--- src/rtl/plot_stream_arbiter_pkg.sv ---
// Shared widths, screen bounds and FSM encodings for the
// pixel-stream arbiter in front of the VGA adapter.
package plot_stream_arbiter_pkg;

  localparam int X_W_DEF      = 8;
  localparam int Y_W_DEF      = 7;
  localparam int COLOR_W_DEF  = 3;
  localparam int SCREEN_W_DEF = 160;
  localparam int SCREEN_H_DEF = 120;

  typedef enum logic [1:0] {
    ST_IDLE    = 2'd0,
    ST_STREAM  = 2'd1,
    ST_RELEASE = 2'd2
  } state_e;

endpackage

--- src/rtl/plot_stream_arbiter_rr_pick.sv ---
// Combinational round-robin picker: first requester at or
// after the pointer, modulo N.
module plot_stream_arbiter_rr_pick #(
  parameter int N     = 3,
  parameter int IDX_W = 2
) (
  input  logic [N-1:0]     req_i,
  input  logic [IDX_W-1:0] ptr_i,
  output logic [N-1:0]     grant_o,
  output logic [IDX_W-1:0] idx_o,
  output logic             valid_o
);

  int j;

  always_comb begin
    grant_o = '0;
    idx_o   = '0;
    valid_o = 1'b0;
    j       = 0;
    for (int i = 0; i < N; i++) begin
      j = int'(ptr_i) + i;
      if (j >= N) j = j - N;
      if (!valid_o && req_i[j]) begin
        valid_o    = 1'b1;
        grant_o[j] = 1'b1;
        idx_o      = IDX_W'(j);
      end
    end
  end

endmodule

--- src/rtl/plot_stream_arbiter.sv ---
// Shares the VGA pixel-write port between renderers: burst grant,
// round-robin rotation, clipping and an idle-burst watchdog.
module plot_stream_arbiter
  import plot_stream_arbiter_pkg::*;
#(
  parameter int NUM_SRC       = 3,
  parameter int X_W           = X_W_DEF,
  parameter int Y_W           = Y_W_DEF,
  parameter int COLOR_W       = COLOR_W_DEF,
  parameter int SCREEN_WIDTH  = SCREEN_W_DEF,
  parameter int SCREEN_HEIGHT = SCREEN_H_DEF,
  parameter int TIMEOUT       = 1023
) (
  input  logic                       clock,
  input  logic                       reset,
  input  logic [NUM_SRC-1:0]         src_req,
  input  logic [NUM_SRC-1:0]         src_plot,
  input  logic [NUM_SRC*X_W-1:0]     src_x,
  input  logic [NUM_SRC*Y_W-1:0]     src_y,
  input  logic [NUM_SRC*COLOR_W-1:0] src_color,
  output logic [NUM_SRC-1:0]         src_grant,
  output logic [X_W-1:0]             out_x,
  output logic [Y_W-1:0]             out_y,
  output logic [COLOR_W-1:0]         out_color,
  output logic                       plot,
  output logic                       out_pause,
  output logic                       timeout_err
);

  localparam int IDX_W = (NUM_SRC > 1) ? $clog2(NUM_SRC) : 1;
  localparam int WD_W  = (TIMEOUT > 0) ? $clog2(TIMEOUT + 1) : 1;

  localparam logic [WD_W-1:0] WD_MAX = WD_W'(TIMEOUT);
  localparam logic [X_W:0]    SW_LIM = (X_W + 1)'(SCREEN_WIDTH);
  localparam logic [Y_W:0]    SH_LIM = (Y_W + 1)'(SCREEN_HEIGHT);

  state_e               state_q, state_d;
  logic [NUM_SRC-1:0]   grant_q, grant_d;
  logic [IDX_W-1:0]     idx_q, idx_d;
  logic [IDX_W-1:0]     rr_q, rr_d;
  logic [WD_W-1:0]      wd_q, wd_d;
  logic [X_W-1:0]       x_q, x_d;
  logic [Y_W-1:0]       y_q, y_d;
  logic [COLOR_W-1:0]   c_q, c_d;
  logic                 plot_q, plot_d;
  logic                 err_q, err_d;

  logic [NUM_SRC-1:0]   pick_grant;
  logic [IDX_W-1:0]     pick_idx;
  logic                 pick_valid;

  logic                 sel_req;
  logic                 sel_plot;
  logic [X_W-1:0]       sel_x;
  logic [Y_W-1:0]       sel_y;
  logic [COLOR_W-1:0]   sel_c;
  logic                 in_bounds;
  logic [WD_W-1:0]      wd_inc;
  logic                 revoke;

  plot_stream_arbiter_rr_pick #(
    .N     (NUM_SRC),
    .IDX_W (IDX_W)
  ) u_pick (
    .req_i   (src_req),
    .ptr_i   (rr_q),
    .grant_o (pick_grant),
    .idx_o   (pick_idx),
    .valid_o (pick_valid)
  );

  assign sel_req   = src_req[idx_q];
  assign sel_plot  = src_plot[idx_q];
  assign sel_x     = src_x[int'(idx_q)*X_W +: X_W];
  assign sel_y     = src_y[int'(idx_q)*Y_W +: Y_W];
  assign sel_c     = src_color[int'(idx_q)*COLOR_W +: COLOR_W];
  assign in_bounds = ({1'b0, sel_x} < SW_LIM) &&
                     ({1'b0, sel_y} < SH_LIM);

  // Saturating idle counter; TIMEOUT of 0 never revokes.
  assign wd_inc = (wd_q == WD_MAX) ? wd_q : wd_q + 1'b1;
  assign revoke = (TIMEOUT != 0) && !sel_plot && (wd_inc == WD_MAX);

  always_comb begin
    state_d = state_q;
    grant_d = grant_q;
    idx_d   = idx_q;
    rr_d    = rr_q;
    wd_d    = wd_q;
    x_d     = x_q;
    y_d     = y_q;
    c_d     = c_q;
    plot_d  = 1'b0;
    err_d   = err_q;
    unique case (state_q)
      ST_IDLE: begin
        if (pick_valid) begin
          grant_d = pick_grant;
          idx_d   = pick_idx;
          wd_d    = '0;
          state_d = ST_STREAM;
        end
      end
      ST_STREAM: begin
        x_d    = sel_x;
        y_d    = sel_y;
        c_d    = sel_c;
        plot_d = sel_plot & in_bounds;
        wd_d   = sel_plot ? '0 : wd_inc;
        if (!sel_req) begin
          grant_d = '0;
          state_d = ST_RELEASE;
        end else if (revoke) begin
          grant_d = '0;
          err_d   = 1'b1;
          state_d = ST_RELEASE;
        end
      end
      ST_RELEASE: begin
        rr_d    = (int'(idx_q) == NUM_SRC - 1) ? '0 : idx_q + 1'b1;
        wd_d    = '0;
        state_d = ST_IDLE;
      end
      default: begin
        grant_d = '0;
        state_d = ST_IDLE;
      end
    endcase
  end

  always_ff @(posedge clock) begin
    if (reset) begin
      state_q <= ST_IDLE;
      grant_q <= '0;
      idx_q   <= '0;
      rr_q    <= '0;
      wd_q    <= '0;
      x_q     <= '0;
      y_q     <= '0;
      c_q     <= '0;
      plot_q  <= 1'b0;
      err_q   <= 1'b0;
    end else begin
      state_q <= state_d;
      grant_q <= grant_d;
      idx_q   <= idx_d;
      rr_q    <= rr_d;
      wd_q    <= wd_d;
      x_q     <= x_d;
      y_q     <= y_d;
      c_q     <= c_d;
      plot_q  <= plot_d;
      err_q   <= err_d;
    end
  end

  assign src_grant   = grant_q;
  assign out_x       = x_q;
  assign out_y       = y_q;
  assign out_color   = c_q;
  assign plot        = plot_q;
  assign timeout_err = err_q;
  assign out_pause   = (|src_req) | (state_q != ST_IDLE);

endmodule

--- config.mk ---
export PLATFORM = sky130hd
export DESIGN_NAME = plot_stream_arbiter
export DESIGN_NICKNAME = d
export VERILOG_FILES = /design/src/rtl/plot_stream_arbiter_pkg.sv /design/src/rtl/plot_stream_arbiter_rr_pick.sv /design/src/rtl/plot_stream_arbiter.sv
export SDC_FILE = /design/constraint.sdc
export NUM_CORES = 1
export LEC_CHECK = 0
export ABC_CLOCK_PERIOD_IN_PS = 2100
export CAP_MARGIN = 10
export CELL_PAD_IN_SITES_DETAIL_PLACEMENT = 0
export CELL_PAD_IN_SITES_GLOBAL_PLACEMENT = 1
export CORE_UTILIZATION = 41
export DETAILED_ROUTE_END_ITERATION = 8
export DONT_BUFFER_PORTS = 1
export PLACE_DENSITY = 0.78
export SYNTH_ARGS = -nofsm -noshare
export SYNTH_HDL_FRONTEND = slang
export SYNTH_SLANG_ARGS = --single-unit
--- constraint.sdc ---
create_clock -name clock -period 2.1 [get_ports clock]
set_input_delay 0.42 -clock clock [delete_from_list [all_inputs] [get_ports clock]]
set_output_delay 0.42 -clock clock [all_outputs]
set_load 0.01 [all_outputs]
==> impl_metrics.sql <==
INSERT INTO impl_metrics (metric_group, metric, value, unit) VALUES
('global_routing', 'first_pass_grt_wire_length', '10400', 'um'),
('place', 'port-buffer-count', '0', ''),
('yosys', 'ys_seq_elements', '39', ''),
('clock_network', 'tritoncts', 'done', ''),
('finish', 'multiInputGateArea', '1710', 'sq um'),
('finish', 'most_common_library_cell_in_the_layout_ignoring_fill_and_taps', 'sky130_fd_sc_hd__nor2_1', ''),
('timing', 'rsz0062_at_grt', 'true', ''),
('clock_network', 'root_buffer', 'sky130_fd_sc_hd__clkbuf_8', ''),
('yosys', 'yosys_warnings', '0', ''),
('global_routing', 'number_of_antenna_violations_at_the_first_check_in_global_routing', '0', ''),
('yosys', 'mappedNetlistArea', '2610', 'sq um'),
('finish', 'stdcell_area', '2950', 'sq um'),
('worst_setup_path', 'critPathTopFamily', 'adder cells', ''),
('place', 'detailed_place_hpwl', '4820', 'um'),
('routing', 'vias_post_dr', '2457', ''),
('timing', 'max-slew-margin-rel', '72.6', '%'),
('routing', 'wl_per_cell', '15.6', 'um'),
('worst_setup_path', 'slowest_delay', '0.51', 'ns'),
('worst_setup_path', 'critical_path_depth', '7', ''),
('routing', 'drt_pass1_iterations', '4', ''),
('power', 'power.clock.fraction', '25.0', '%'),
('worst_setup_path', 'critical-path-slowest-cell', 'sky130_fd_sc_hd__or4_4', ''),
('power', 'worst_ir_drop_vdd', '0.000393', 'V'),
('global_routing', 'grt.overflow.total', '0', ''),
('global_routing', 'first_global_vias', '2194', ''),
('power', 'total_power', '2.12', 'mW'),
('power', 'cellPowerDensity', '717', 'nW/um^2'),
('routing', 'postRouteWirelength', '6520', 'um'),
('timing', 'maxClockFrequency', '493', 'MHz'),
('clock_network', 'cts_buffer_depth', '2', ''),
('worst_setup_path', 'reg2reg_to', 'wd_q[3]$_SDFFE_PP0P_', ''),
('job', 'drv.max_cap_violation_count', '0', ''),
('clock_network', 'cts_buffers', '5', ''),
('global_routing', 'grt_start_max_net_pins', '41', ''),
('worst_setup_path', 'cp_max_fo', '5', ''),
('timing', 'ratio_of_final_minimum_period_to_clock_period', '96.6', '%'),
('timing', 'setup-tns-final', '0', 'ns'),
('floorplan', 'fp.dieArea', '6700', 'sq um'),
('finish', 'layout-drive-gt1-share', '20.2', '%'),
('power', 'seqPwrFrac', '43.9', '%'),
('routing', 'vias_per_cell', '5.89', ''),
('power', 'p_sw', '0.760', 'mW'),
('place', 'dpl_cell_area', '2780', 'sq um'),
('status', 'run_status', 'completed', ''),
('finish', 'most-common-layout-cells', 'sky130_fd_sc_hd__nor2_1, sky130_fd_sc_hd__dfxtp_1, sky130_fd_sc_hd__a21oi_1', ''),
('worst_setup_path', 'worstPathBufferInverterCount', '1', ''),
('clock_network', 'clk_latency', '0.30', 'ns'),
('routing', 'drc', '0', ''),
('routing', 'routed_antenna_nets', '0', ''),
('worst_setup_path', 'reg2reg_slack', '0.07', 'ns'),
('hold_path', 'holdPathStages', '1', ''),
('timing', 'worstMarginPinSlew', '0.407', 'ns'),
('worst_setup_path', 'crit_arrival', '2.27', 'ns'),
('yosys', 'synth_top_flop_cell', 'sky130_fd_sc_hd__dfxtp_1', ''),
('finish', 'total_of_fill_cells_in_the_finished_design', '603', ''),
('worst_setup_path', 'critical_path_required', '2.34', 'ns'),
('finish', 'synthToLayoutAreaGrowth', '13.0', '%'),
('worst_setup_path', 'timing.critical_path.to_type', 'flip-flop', ''),
('clock_network', 'clk_pin_slew_worst_paths', '0.08', 'ns'),
('worst_setup_path', 'r2r_cells', '7', ''),
('place', 'gp_routability_congestion', '0.890', ''),
('timing', 'timing_hold_violations_final', '0', ''),
('yosys', 'synth_sequential_area_ratio', '29.9', '%'),
('yosys', 'synthesis.nets', '400', ''),
('clock_network', 'cts.htree.levels', '2', ''),
('finish', 'seq_area', '786', 'sq um'),
('yosys', 'postSynth.asyncResetShare', '0', '%'),
('timing', 'setup_violations', '0', ''),
('timing', 'maxSlewViolCount', '0', ''),
('routing', 'drt-initial-drc-count', '187', ''),
('power', 'power_leakage', '1.09', 'nW');
==> through the flow <==
stage                     worst slack [ns]  std cells  hold WS (ns)  utilization (%)
after global routing               -0.0126        417         0.162             49.0
final                               0.0716        417         0.178             49.0
after global placement             -0.0444        406         0.495             46.1
after CTS                          0.00302        416         0.181             48.2
after floorplan                    0.00485        330         0.503                -
after detailed placement           -0.0793        406         0.498             46.1
==> worst min path at each step <==
stage / slack (ns) / from / endpoint
global placement: 0.50 / reset / wd_q[3]$_SDFFE_PP0P_
finish: 0.18 / reset / wd_q[3]$_SDFFE_PP0P_
CTS: 0.18 / reset / out_x[2]$_SDFFE_PP0P_
global route: 0.16 / reset / wd_q[3]$_SDFFE_PP0P_
detailed placement: 0.50 / reset / wd_q[3]$_SDFFE_PP0P_
floorplan: 0.50 / timeout_err$_SDFFE_PP0P_ / timeout_err$_SDFFE_PP0P_
==> timing repair <==
action / CTS / global route
endpoints found under the setup margin: 7 / 13
resized for setup: 4 / 12
pin swaps: 1 / 7
setup buffers: 2 / 1
hold endpoints to repair: 0 / 0
hold buffers: 0 / 0
==> cells by family after synthesis <==
group | count (synthesis) | share of synthesized area, %
simple gates | 121 | 23.0
compound gates | 97 | 25.6
buf+inv | 37 | 6.85
flops | 39 | 29.9
fa+ha+maj | 9 | 4.26
mux | 27 | 10.4
==> final cells by class <==
type | count | area share (%)
clock buffers | 5 | 2.33
clock inverters | 3 | 0.805
inverters | 10 | 1.27
multi-input cells | 254 | 57.8
flip-flops and latches | 39 | 26.6
well taps | 75 | 3.18
repair buffers | 31 | 8.01
==> synthesized netlist by cell type, types with 3 or more instances <==
master	count	area, sq um
sky130_fd_sc_hd__a22oi_1	3	22.5
sky130_fd_sc_hd__o221a_2	3	33.8
sky130_fd_sc_hd__a31oi_1	5	31.3
sky130_fd_sc_hd__nand2_1	20	75.1
sky130_fd_sc_hd__clkbuf_1	13	48.8
sky130_fd_sc_hd__buf_2	7	35.0
sky130_fd_sc_hd__mux2i_1	26	260
sky130_fd_sc_hd__nor4_1	3	18.8
sky130_fd_sc_hd__nand2b_1	3	18.8
sky130_fd_sc_hd__ha_1	8	100
sky130_fd_sc_hd__dfxtp_1	39	781
sky130_fd_sc_hd__nor3b_1	3	22.5
sky130_fd_sc_hd__nor2_1	56	210
sky130_fd_sc_hd__o21ai_0	9	45.0
sky130_fd_sc_hd__nand3_1	10	50.1
sky130_fd_sc_hd__a211oi_1	19	143
sky130_fd_sc_hd__and4_1	3	26.3
sky130_fd_sc_hd__nand4_1	3	18.8
sky130_fd_sc_hd__inv_1	9	33.8
sky130_fd_sc_hd__nor2b_1	3	18.8
sky130_fd_sc_hd__a21oi_1	36	180
sky130_fd_sc_hd__buf_6	3	33.8
sky130_fd_sc_hd__a32o_1	3	30.0
==> sequential cells by signal, indices dropped and copies added, names as in the netlist <==
register and flops:
src_grant 3, out_color 3, wd_q 10, rr_q 2, out_y 7, idx_q 2
plot 1, timeout_err 1, state_q 2, out_x 8
==> power groups by stage <==
stage / Combinational, mW / Sequential, mW / Clock (mW)
2_1_floorplan: 0.473 / 0.929 / 0
3_5_place_dp: 0.608 / 0.948 / 0
6_report: 0.657 / 0.930 / 0.531
4_1_cts: 0.634 / 0.933 / 0.547
5_1_grt: 0.740 / 0.941 / 0.573
3_3_place_gp: 0.599 / 0.949 / 0
==> metal layers <==
metal / GRT usage [%] / wire length (um) / up-vias
met2: 33.3 / 3160 / 76
met1: 27.0 / 3000 / 1139
met4: 4.39 / 57 / 0
met5: 0 / 0 / -
met3: 4.44 / 309 / 6
li1: - / - / 1236
Power figures use the tool's default switching activity.
